**config.mk**
```make
export PLATFORM = sky130hd
export DESIGN_NAME = instruction_loader
export DESIGN_NICKNAME = d
export VERILOG_FILES = /design/src/rtl/instruction_loader.sv
export SDC_FILE = /design/constraint.sdc
export NUM_CORES = 1
export LEC_CHECK = 0
export BUFFER_PORTS_ARGS = -buffer_cell sky130_fd_sc_hd__buf_2
export CAP_MARGIN = 25
export CORE_MARGIN = 2
export CORE_UTILIZATION = 40
export CTS_CLUSTER_SIZE = 16
export DETAILED_ROUTE_END_ITERATION = 12
export PLACE_DENSITY = 0.58
export SLEW_MARGIN = 20
export SYNTH_ARGS = -nofsm -noshare
export SYNTH_HDL_FRONTEND = slang
export SYNTH_SLANG_ARGS = --single-unit
```
**constraint.sdc**
```tcl
create_clock -name CLK -period 2.6 [get_ports CLK]
set_input_delay 0.39 -clock CLK [delete_from_list [all_inputs] [get_ports CLK]]
set_output_delay 0.39 -clock CLK [all_outputs]
set_load 0.01 [all_outputs]
```
**src/rtl/instruction_loader.sv**
```systemverilog
// instruction_loader
//   Receives a byte stream (16-bit little-endian word count N, then N
//   little-endian 32-bit words) and writes each assembled word into
//   instruction memory at BASE_ADDR + 4*index while holding the CPU.
//
//   state  | meaning
//   IDLE   | waiting for the first start request after reset
//   CNT_LO | taking the low byte of the word count
//   CNT_HI | taking the high byte of the word count, range check
//   DATA   | assembling the four bytes of the current word
//   WRITE  | one-cycle memory write strobe for the assembled word
//   DONE   | session completed, CPU released, waiting for start
//   ERR    | word count illegal, CPU held, waiting for start
//
// Ports
//   CLK, RST          clock, asynchronous active-low reset
//   start             one-cycle load request (IDLE/DONE/ERR only)
//   byte_valid/_data  incoming byte stream
//   byte_ready        byte accepted on this cycle's edge when valid
//   RW, Addr, DataIn  instruction memory write strobe, byte address, word
//   cpu_hold          CPU held everywhere except DONE
//   load_done         session finished successfully
//   load_err          session aborted on illegal word count
module instruction_loader #(
  parameter logic [31:0] BASE_ADDR = 32'd0,
  parameter int          MAX_WORDS = 256
) (
  input  logic        CLK,
  input  logic        RST,
  input  logic        start,
  input  logic        byte_valid,
  input  logic [7:0]  byte_data,
  output logic        byte_ready,
  output logic        RW,
  output logic [31:0] Addr,
  output logic [31:0] DataIn,
  output logic        cpu_hold,
  output logic        load_done,
  output logic        load_err
);

  localparam int IW = $clog2(MAX_WORDS + 1);

  typedef enum logic [2:0] {
    IDLE, CNT_LO, CNT_HI, DATA, WRITE, DONE, ERR
  } state_t;

  state_t        state, state_nxt;
  logic [15:0]   count;
  logic [IW-1:0] word_idx;
  logic [1:0]    byte_idx;
  logic [23:0]   asm_lo;
  logic [15:0]   n_new;
  logic          last_word;

  // Count as it will be once the high byte currently on the bus is taken.
  assign n_new     = {byte_data, count[7:0]};
  assign last_word = (32'(word_idx) + 32'd1) == 32'(count);

  always_ff @(posedge CLK or negedge RST) begin
    if (!RST) state <= IDLE;
    else      state <= state_nxt;
  end

  always_comb begin
    state_nxt  = state;
    byte_ready = 1'b0;
    RW         = 1'b0;
    cpu_hold   = 1'b1;
    load_done  = 1'b0;
    load_err   = 1'b0;
    case (state)
      IDLE: begin
        if (start) state_nxt = CNT_LO;
      end
      CNT_LO: begin
        byte_ready = 1'b1;
        if (byte_valid) state_nxt = CNT_HI;
      end
      CNT_HI: begin
        byte_ready = 1'b1;
        if (byte_valid) begin
          if (n_new == 16'd0)                     state_nxt = DONE;
          else if (32'(n_new) > 32'(MAX_WORDS))   state_nxt = ERR;
          else                                    state_nxt = DATA;
        end
      end
      DATA: begin
        byte_ready = 1'b1;
        if (byte_valid && byte_idx == 2'd3) state_nxt = WRITE;
      end
      WRITE: begin
        RW        = 1'b1;
        state_nxt = last_word ? DONE : DATA;
      end
      DONE: begin
        cpu_hold  = 1'b0;
        load_done = 1'b1;
        if (start) state_nxt = CNT_LO;
      end
      ERR: begin
        load_err = 1'b1;
        if (start) state_nxt = CNT_LO;
      end
      default: state_nxt = IDLE;
    endcase
  end

  // Addr/DataIn are loaded together with the last byte of a word so they are
  // already stable for the whole WRITE cycle, then held until the next word.
  always_ff @(posedge CLK or negedge RST) begin
    if (!RST) begin
      count    <= '0;
      word_idx <= '0;
      byte_idx <= '0;
      asm_lo   <= '0;
      Addr     <= '0;
      DataIn   <= '0;
    end else begin
      case (state)
        CNT_LO: begin
          if (byte_valid) count[7:0] <= byte_data;
        end
        CNT_HI: begin
          if (byte_valid) begin
            count[15:8] <= byte_data;
            word_idx    <= '0;
            byte_idx    <= '0;
          end
        end
        DATA: begin
          if (byte_valid) begin
            byte_idx <= byte_idx + 2'd1;
            case (byte_idx)
              2'd0: asm_lo[7:0]   <= byte_data;
              2'd1: asm_lo[15:8]  <= byte_data;
              2'd2: asm_lo[23:16] <= byte_data;
              default: begin
                DataIn <= {byte_data, asm_lo};
                Addr   <= BASE_ADDR + (32'(word_idx) << 2);
              end
            endcase
          end
        end
        WRITE: begin
          word_idx <= word_idx + IW'(1);
        end
        default: ;
      endcase
    end
  end

endmodule

```
Word level (Yosys, flattened, before mapping)
Cells that the tools add are included.
{ "op_classes": {"n_eq_ne": 15, "n_reduce_logical": 18, "n_mux": 18, "n_addsub": 3, "n_lt_le_gt_ge": 1, "bitwise_logic": 1} }
{ "op_table": {"columns": ["op", "count"], "rows": [
  ["$mux W3", 7],
  ["$pmux W9 S2", 1],
  ["$eq A10 B16 Y1", 1],
  ["$gt A16 B9 Y1 const B", 1],
  ["$logic_not A16 Y1", 1],
  ["$pmux W3 S5", 1],
  ["$reduce_and A3 Y1", 5],
  ["$add A9 B1 Y10 const B", 1],
  ["$add A9 B1 Y9 const B", 1],
  ["$eq A3 B3 Y1 const B", 3],
  ["$mux W9", 1],
  ["$reduce_or A3 Y1", 3],
  ["$ne A2 B2 Y1 const B", 4],
  ["$eq A3 B2 Y1 const B", 2],
  ["$reduce_and A2 Y1", 3],
  ["$mux W1", 5],
  ["$eq A2 B2 Y1 const B", 2],
  ["$mux W2", 2],
  ["$pmux W2 S2", 1],
  ["$reduce_and A4 Y1", 1],
  ["$reduce_bool A2 Y1", 2],
  ["$eq A3 B1 Y1 const B", 1],
  ["$logic_not A3 Y1", 1],
  ["$add A2 B1 Y2 const B", 1],
  ["5 further kinds", 5]
]} }
{ "word_totals": {"output_inout_bits": 69, "input_bits": 12, "elab_cells": 66, "reg_bits": 95} }

Logic depth before layout (Yosys ltp)
Gate-level depths: netlist of the first run.
{ "logic_depth": {"depth_word": 5, "mapped_depth": 7, "ltp_nobuf": 7} }

Worst setup path before layout of the first run
No wires, ideal clock.
{ "synth_timing": {"path_kind": "register to register", "start": "register word_idx[0]", "end": "register state[2]", "n_path_buf": 0, "t_arrival_ns": 1.751, "required_ns": 2.534, "setup_ns": 0.066, "path_stages_with_launch": 7, "slack_ns": 0.783, "period_less_slack_ns": 1.817, "cell_sequence": "dfrtp_1 -> ha_1 -> or3_1 -> a31oi_1 -> o2111ai_1 -> o31ai_1 -> a31o_1"} }
{ "synth_between": {"elab_chain_cells": 4} }
{ "synth_lines": {"columns": ["item", "line_no", "source"], "rows": [
  ["start: declaration", "50", "logic [IW-1:0] word_idx;"],
  ["start signal: assignment", "146", "word_idx <= word_idx + IW'(1);"],
  ["$add A9 B1 Y10", "58", "assign last_word = (32'(word_idx) + 32'd1) == 32'(count);"],
  ["$eq A10 B16 Y1", "58", null],
  ["$mux W3", "94", "state_nxt = last_word ? DONE : DATA;"],
  ["$pmux W3 S5", "72", "case (state)"],
  ["end signal: assignment", "62", "else state <= state_nxt;"],
  ["end: declaration", "48", "state_t state, state_nxt;"]
]} }
Every way passes these cells.
A chain may end at the register's enable or synchronous reset.

Worst setup path after layout of the first run
{ "layout_timing": {"start": "register state[2]", "end": "register DataIn[9]"} }
{ "layout_between": {"elab_chain_cells": 2} }
{ "layout_lines": {"columns": ["item", "line_no", "source"], "rows": [
  ["$eq A3 B2 Y1", "120", "case (state)"],
  ["$reduce_and A3 Y1 (no source line)", null, null],
  ["end signal: assignment", "139", "DataIn <= {byte_data, asm_lo};"],
  ["end: declaration", "36", "output logic [31:0] DataIn,"]
]} }
Every way passes these cells.

==> results.py, run 1 <==
metrics = {
    "run_status": {
        "status": "finished clean",
    },
    "power": {
        "p_leak_nw": 2.45,
        "netSwitchingPower_mw": 1.58,
        "p_int_mw": 3.06,
        "pwr-share-seq_pct": 50.7,
        "power.share.clock_pct": 20.1,
        "combPwrFrac_pct": 29.1,
        "ir_worst_vdd_mv": 0.403,
        "power.density_mw_per_mm2": 949,
        "switching_share_pct": 34.0,
    },
    "global_routing": {
        "grt_max_degree": 53,
        "grt_pass1_wl_um": 14500,
        "track_usage_pct": 16.1,
        "antenna_found_initial": 0,
        "grt.overflow.total": 0,
        "first_global_vias": 2713,
    },
    "route": {
        "firstDrtPassIters": 4,
        "drt_iter0_drc": 119,
        "route.detailed.drc": 0,
        "drt-total-wl_um": 8860,
        "vias": 2797,
        "wl_per_cell_um": 16.2,
        "via_per_inst": 5.10,
        "ant_nets": 0,
    },
    "cts": {
        "numCtsBuffers": 9,
        "path_clk_slew_ns": 0.10,
        "cts-resized-gates": 0,
        "clock_latency_ns": 0.36,
        "holdBufCountCts": 0,
        "cts.sinks": 95,
        "clockRootBuffer": "clkbuf_8",
        "clk_path_buf_depth": 2,
        "cts_tree": "built",
        "post_cts_buffers": 0,
        "cts_htree_levels": 3,
    },
    "yosys": {
        "ys_warn_count": 0,
        "synthFlopType": "dfrtp_1",
        "yosysUniqueCellTypes": 46,
        "synthCells": 347,
        "seq_area_frac_synth_pct": 54.6,
        "synth_edf_count": 0,
        "synth_top_cell_by_area": "dfrtp_1",
        "avgSynthCellArea_um2": 12.6,
        "synth_area_mm2": 0.00436,
        "ys_async_sr_fraction_pct": 100,
        "ys_seq_elements": 95,
        "synth_top_area_share_pct": 54.6,
        "synthTopCellsByArea": "dfrtp_1, mux2_2, buf_4",
    },
    "floorplan": {
        "die_h_um": 108,
        "die_w_um": 108,
        "die-area_mm2": 0.0117,
        "core_mm2": 0.0107,
        "floorplan.initialDensity_pct": 40.5,
        "ioPinCount": 81,
        "row_count": 38,
    },
    "sta": {
        "setup_tns_ns": 0,
        "finClkSkew_ns": 0.0146,
        "report.final.slew_viol_count": 0,
        "min_period_over_period_pct": 79.3,
        "setup_ws_ns": 0.538,
        "hold_viol_final": 0,
        "tightest_slew_ns": 0.747,
        "rsz0062_at_grt": "no",
        "max_freq_mhz": 485,
        "relSlewSlack_pct": 49.9,
        "min_period_ns": 2.06,
        "setup_viol": 0,
        "finalHoldWorstSlack_ns": 0.00564,
    },
    "cells_and_area": {
        "multiInputGateArea_mm2": 0.00179,
        "nets": 420,
        "regArea_mm2": 0.00238,
        "drive_above_1_share_pct": 40.4,
        "final_cell_mix": "dfrtp_1, mux2_2, buf_2, conb_1, nand2_1",
        "diodes": 0,
        "area_growth_pct": 12.3,
        "fill_cells": 1040,
        "layout_commonest_cell": "dfrtp_1",
    },
    "critical_path": {
        "critical_path_arrival_ns": 2.30,
        "startpoint_type": "flop",
        "critical_path_required_ns": 2.84,
        "cp_slowest_stage_delay_ns": 0.52,
        "critPathCaptureType": "flop",
        "crit_family": "simple AND/OR/NAND/NOR gates",
        "cp.buffers_inverters": 1,
        "worst_path_max_delay_cell": "dfrtp_1",
        "crit_type": "flop to flop",
        "crit_path_max_fanout": 33,
        "path_cells": "nand3b_1, nor2_1, nand2_2, buf_12, mux2_2",
    },
    "place": {
        "io_buffer_count": 57,
        "pre_cts_ws_ns": 0.551,
        "dp_hpwl_um": 6060,
        "gp_congestion": 0.836,
    },
    "job": {
        "maxCapViolCount": 0,
    },
    "worst_hold_path": {
        "hold_class": "input port to async pin",
    },
}
==> power groups by stage <==
stage / clock, mW / combinational, mW / sequential [mW]
after floorplan: 0 / 1.02 / 2.30
after global placement: 0 / 1.35 / 2.37
after detailed placement: 0 / 1.37 / 2.39
after CTS: 0.969 / 1.38 / 2.36
after global routing: 1.03 / 1.51 / 2.44
final: 0.935 / 1.35 / 2.36
==> state kept, by name, indices dropped and copies added, names as in the netlist <==
register  count
Addr          9
DataIn       32
asm_lo       24
byte_idx      2
count        16
state         3
word_idx      9
==> worst paths after layout <==
| kind | start | to | slack (ns) | cells past startpoint |
|---|---|---|---|---|
| min in group CLK | start | state[0] | 0.34 | 3 |
| min reg2reg | DataIn[15] | DataIn[15] | 0.51 | 1 |
| max in group asynchronous | RST | count[10] | 1.92 | 2 |
| min | RST | DataIn[12] | 0.006 | 1 |
| max | state[2] | DataIn[9] | 0.54 | 5 |
| max reg2reg | state[2] | DataIn[9] | 0.54 | 5 |
==> synth_stat cells, types with 3 or more instances <==
cell / count
ha_1: 5
nand2_1: 22
or3_1: 3
nor2_1: 10
xnor2_1: 7
clkbuf_1: 5
a21oi_1: 4
inv_1: 7
o31ai_1: 4
nor4_1: 5
xor2_1: 3
a31oi_1: 4
nand3_1: 4
o21ai_0: 19
buf_4: 25
dfrtp_1: 95
mux2_2: 82
buf_2: 6
o41ai_1: 3
==> routing by layer <==
metal  vias up  share of wire [%]  track usage (%)
li1       1299                  -                -
met1      1411                 47             22.9
met2        79                 47             24.8
met3         8                4.3             3.74
met4         0                1.0             4.40
met5         -                  0                0
==> per-stage QoR <==
step	power (mW)	instances	area [µm²]	util, %
after global routing	4.97	548	4890	45.6
final	4.64	548	4890	45.6
after CTS	4.70	548	4890	45.6
after global placement	3.72	532	4710	43.8
after detailed placement	3.76	532	4710	43.8
after floorplan	3.32	369	4440	-
==> cell families after synthesis <==
group	count (synthesis)	synth area share, %
flip-flops	95	54.6
multiplexers	83	21.4
AND/OR/NAND/NOR	61	7.15
AO/OA/AOI/OAI	47	6.95
buffers and inverters	45	6.38
XOR/XNOR	10	2.01
adder cells (fa/ha/maj)	5	1.44
other	1	0.0861
==> cell type report <==
class / instances / share of cell area [%]
Multi-Input combinational cell: 229 / 36.5
Timing Repair Buffer: 61 / 7.00
Inverter: 7 / 0.537
Clock inverter: 7 / 1.28
Sequential cell: 95 / 48.6
Clock buffer: 9 / 2.53
Tap cell: 140 / 3.58
==> worst reg2reg max path: stages (launching register included) <==
cell and delay [ns]:
dfrtp_1 0.52, nand3b_1 0.31, nor2_1 0.30, nand2_2 0.26, buf_12 0.26, mux2_2 0.30
Power figures use the tool's default switching activity.
==> inputs of run 2 (changes only) <==
Clock period 2.6 ns to 2 ns, I/O delays scaled along.
==> run 2 against run 1 <==
Via count is 1.0% higher. Non-clock buffer count is 21 higher. Flip-flop and latch count stayed put. Clock skew is 0.0023 ns lower. Clock-buffer cell count stayed put. Die area stayed put.
==> results.py, run 2 (same netlist as run 1, synthesis figures left out) <==
metrics = {
    "worst_hold_path": {
        "hold_class": "input port to flop",
    },
    "sta": {
        "min_period_over_period_pct": 96.2,
        "relSlewSlack_pct": 64.5,
        "setup_tns_ns": 0,
        "min_period_ns": 1.92,
        "finClkSkew_ns": 0.0123,
        "setup_viol": 0,
        "report.final.slew_viol_count": 0,
        "max_freq_mhz": 520,
        "hold_viol_final": 0,
        "tightest_slew_ns": 0.527,
    },
    "critical_path": {
        "startpoint_type": "flop",
        "crit_path_max_fanout": 7,
        "critPathCaptureType": "flop",
        "crit_type": "flop to flop",
        "critical_path_arrival_ns": 2.21,
        "critical_path_required_ns": 2.29,
    },
    "place": {
        "gp_congestion": 0.880,
        "io_buffer_count": 57,
        "dp_hpwl_um": 6560,
    },
    "global_routing": {
        "grt_max_degree": 35,
        "antenna_found_initial": 0,
        "grt.overflow.total": 0,
        "track_usage_pct": 16.8,
        "grt_pass1_wl_um": 15100,
        "first_global_vias": 2877,
    },
    "route": {
        "via_per_inst": 4.98,
        "wl_per_cell_um": 16.3,
        "vias": 2826,
        "firstDrtPassIters": 4,
        "route.detailed.drc": 0,
        "drt_iter0_drc": 109,
        "drt-total-wl_um": 9250,
        "ant_nets": 0,
    },
    "cells_and_area": {
        "largest_register_ffs": 32,
        "diodes": 0,
        "regMostFlops": "DataIn",
        "fin_util_pct": 48.1,
        "nets": 441,
        "area_growth_pct": 18.6,
        "drive_above_1_share_pct": 44.6,
        "final_cell_mix": "dfrtp_1, mux2_2, buf_2, conb_1, buf_4",
        "layout_commonest_cell": "dfrtp_1",
        "top_regs": "DataIn: 32 flops, asm_lo: 24 flops, count: 16 flops",
    },
    "cts": {
        "cts_htree_levels": 3,
        "post_cts_buffers": 0,
        "cts.sinks": 95,
        "clk_path_buf_depth": 2,
        "path_clk_slew_ns": 0.09,
        "clockRootBuffer": "clkbuf_8",
        "clock_latency_ns": 0.35,
        "cts_tree": "built",
        "numCtsBuffers": 9,
    },
    "run_status": {
        "status": "finished clean",
    },
    "power": {
        "power.share.clock_pct": 24.7,
        "p_leak_nw": 2.59,
        "pwr-share-seq_pct": 45.0,
        "switching_share_pct": 31.0,
        "power.density_mw_per_mm2": 1280,
        "ir_worst_vdd_mv": 0.534,
        "combPwrFrac_pct": 30.3,
        "netSwitchingPower_mw": 2.06,
        "p_int_mw": 4.57,
    },
    "floorplan": {
        "die-area_mm2": 0.0117,
        "ioPinCount": 81,
        "row_count": 38,
        "die_h_um": 108,
        "core_mm2": 0.0107,
        "floorplan.initialDensity_pct": 40.5,
        "die_w_um": 108,
    },
    "job": {
        "maxCapViolCount": 0,
    },
}
[run 2: changes by cell type in the layout (fill, tap and decap cells not counted), sizes merged]
| cell | delta |
|---|---|
| dlygate4sd3 | +1 |
| bufinv | +4 |
| inv | -2 |
| clkinv | -3 |
| buf | +20 |
[run 2: cell type report]
type	instances	area, µm²
multi-input combinational	229	1820
sequential	95	2380
timing repair buffer	82	503
clock inverter	6	140
fill	989	5580
clock buffer	9	124
tap	140	175
inverter	7	26.3
[run 2: timing repair]
| item | CTS | global route |
|---|---|---|
| resized for setup | 1 | 7 |
| endpoints found under the hold margin | 27 | 0 |
| pin swaps | 1 | 1 |
| setup endpoints to repair | 1 | 2 |
| hold buffers | 1 | 0 |
[run 2: path summary, 6_finish.rpt]
| check | slack (ns) | start | depth (start not counted) | endpoint |
|---|---|---|---|---|
| setup reg to reg | 0.08 | word_idx[1] | 6 | state[2] |
| min in group asynchronous | 0.41 | RST | 2 | asm_lo[12] |
| max in group asynchronous | 1.00 | RST | 3 | word_idx[2] |
| hold reg to reg | 0.51 | asm_lo[6] | 1 | DataIn[6] |
| setup / recovery | 0.08 | word_idx[1] | 6 | state[2] |
| hold / removal | 0.24 | start | 3 | state[0] |
[run 2: through the flow]
stage	instances	power [mW]	hold slack, ns	area (µm²)	setup WS, ns
floorplan	369	4.31	0.00441	4440	0.183
global placement	552	4.94	0.255	4860	0.0853
detailed placement	552	5.00	0.256	4860	0.00845
CTS	568	6.66	0.238	5130	0.0254
global route	568	7.06	0.276	5170	-0.0306
finish	568	6.63	0.243	5170	0.0753
[run 2: power by group through the flow]
stage	sequential, mW	combinational (mW)	clock [mW]
floorplan	2.99	1.32	0
global placement	2.99	1.95	0
detailed placement	3.02	1.98	0
CTS	2.98	1.99	1.68
global route	3.08	2.22	1.76
finish	2.98	2.01	1.64
[run 2: worst max-delay path, stage by stage (launching register included)]
cell and delay [ns]:
dfrtp_1 0.44, ha_2 0.24, or3_1 0.39, a31oi_2 0.20
o2111ai_2 0.18, o31ai_2 0.26, a31o_1 0.16
[run 2: routing by layer]
layer / vias up / track usage (%) / wire length [µm]
met2: 56 / 28.5 / 4540
li1: 1348 / - / -
met4: 0 / 5.13 / 119
met5: - / 0 / 0
met3: 9 / 3.19 / 295
met1: 1413 / 21.9 / 4290
==> inputs of run 3 (changes only) <==
Settings changed: ABC_AREA set to 0, SETUP_SLACK_MARGIN set to 0.5.
==> run 3 against run 2 <==
Register-to-register slack gained 0.05 ns. Clock-buffer cell count grew 1. Combinational power grew 55%. Sequential share of layout area shrank 5.1 points. Total power grew 12%. Global-route usage grew 1.2 points. Clock skew shrank 0.00087 ns. First-iteration DRC count shrank 12%. Clock power shrank 22%. Critical path depth is the same. Flip-flop and latch count is the same. Final cell count grew 6.3%. Critical path type unchanged.
==> results.py, run 3 (same netlist as run 1, synthesis figures left out) <==
metrics = {
    "run_status": {
        "status": "finished clean",
    },
    "cells_and_area": {
        "final_cell_mix": "dfrtp_1, mux2_2, buf_2, buf_4, conb_1",
        "layout_commonest_cell": "dfrtp_1",
        "drive_above_1_share_pct": 54.7,
        "top_regs": "DataIn: 32 flops, asm_lo: 24 flops, count: 16 flops",
        "diodes": 0,
        "fin_util_pct": 54.2,
        "regMostFlops": "DataIn",
        "area_growth_pct": 33.6,
        "nets": 476,
        "largest_register_ffs": 32,
    },
    "place": {
        "io_buffer_count": 57,
        "pre_cts_ws_ns": 0.106,
        "dp_hpwl_um": 6530,
        "gp_congestion": 0.873,
    },
    "floorplan": {
        "ioPinCount": 81,
        "row_count": 38,
        "floorplan.initialDensity_pct": 40.5,
        "die_w_um": 108,
        "die-area_mm2": 0.0117,
        "core_mm2": 0.0107,
        "die_h_um": 108,
    },
    "critical_path": {
        "path_cells": "nand3_2, or3_1, a21oi_2, o2111ai_2, o31ai_1, a31o_1",
        "cp_slowest_stage_delay_ns": 0.45,
        "critical_path_arrival_ns": 2.18,
        "crit_type": "flop to flop",
        "critPathCaptureType": "flop",
        "crit_path_max_fanout": 8,
        "cp.buffers_inverters": 0,
        "crit_family": "compound AO/OA/AOI/OAI gates",
        "worst_path_max_delay_cell": "dfrtp_2",
        "startpoint_type": "flop",
        "critical_path_required_ns": 2.31,
    },
    "cts": {
        "clockRootBuffer": "clkbuf_8",
        "numCtsBuffers": 9,
        "path_clk_slew_ns": 0.11,
        "cts_tree": "built",
        "cts_htree_levels": 3,
        "clock_latency_ns": 0.37,
        "clk_path_buf_depth": 2,
        "cts.sinks": 95,
    },
    "sta": {
        "min_period_over_period_pct": 93.6,
        "setup_viol": 0,
        "setup_tns_ns": 0,
        "finalHoldWorstSlack_ns": 0.298,
        "report.final.slew_viol_count": 0,
        "setup_ws_ns": 0.129,
        "min_period_ns": 1.87,
        "hold_viol_final": 0,
        "rsz0062_at_grt": "yes",
        "max_freq_mhz": 534,
        "finClkSkew_ns": 0.0114,
    },
    "route": {
        "via_per_inst": 5.17,
        "drt-total-wl_um": 10700,
        "vias": 3120,
        "ant_nets": 0,
        "firstDrtPassIters": 4,
        "drt_iter0_drc": 96,
        "route.detailed.drc": 0,
        "wl_per_cell_um": 17.8,
    },
    "global_routing": {
        "grt_pass1_wl_um": 16100,
        "grt_max_degree": 37,
        "first_global_vias": 3078,
        "grt.overflow.total": 0,
        "track_usage_pct": 18.0,
        "antenna_found_initial": 0,
    },
    "power": {
        "p_leak_nw": 2.87,
        "ir_worst_vdd_mv": 0.550,
        "power.density_mw_per_mm2": 1280,
        "total_power_mw": 7.42,
    },
    "worst_hold_path": {
        "hold_class": "input port to flop",
    },
    "job": {
        "maxCapViolCount": 0,
    },
}
-- run 3: changes by cell type in the layout (fill, tap and decap cells not counted), moves of 5 or more --
cell     delta
o21ai_0     -9
buf_6      +22
o21ai_1     +8
buf_4      +11
mux2_4     +17
nor2_1      -5
nand2_1     -5
dfrtp_1     -5
dfrtp_2     +5
nor2_4      +5
mux2_2     -17
-- run 3: cell type report --
cell class                      count  area, µm²
Tap cell                          140        175
Clock buffer                       10        138
Inverter                            7       30.0
Fill cell                         944       4920
Timing Repair Buffer              117        938
Multi-Input combinational cell    229       2090
Sequential cell                    95       2380
Clock inverter                      6       60.1
-- run 3: per-stage QoR --
step | instances | cell area (µm²)
detailed placement | 544 | 4820
finish | 604 | 5820
CTS | 589 | 5430
global route | 604 | 5820
floorplan | 369 | 4470
global placement | 544 | 4820
-- run 3: path summary, 6_finish.rpt --
kind / start / to / slack (ns) / cells past startpoint
hold / removal: byte_data[7] / asm_lo[23] / 0.30 / 2
setup reg to reg: word_idx[2] / state[2] / 0.13 / 6
setup / recovery: word_idx[2] / state[2] / 0.13 / 6
min in group asynchronous: RST / DataIn[5] / 0.40 / 2
max in group asynchronous: RST / word_idx[2] / 0.96 / 3
hold reg to reg: asm_lo[10] / DataIn[10] / 0.50 / 1
-- run 3: where the power goes --
part / internal [mW] / switching, mW
clock: 0.522 / 0.754
sequential: 2.57 / 0.465
combinational: 1.75 / 1.36
total: 4.84 / 2.58
-- run 3: timing repair --
action,CTS,global route
endpoints found under the hold margin,27,0
gates cloned,0,5
setup endpoints to repair,88,96
setup buffers,28,10
pin swaps,11,11
gates resized for setup,49,57
hold buffers,1,0
-- run 3: layer usage --
metal / global-route usage [%] / vias to the layer above / routed length [µm]
met2: 29.3 / 91 / 5340
met3: 3.62 / 17 / 421
li1: - / 1413 / -
met1: 23.8 / 1599 / 4730
met4: 7.23 / 0 / 245
met5: 0 / - / 0
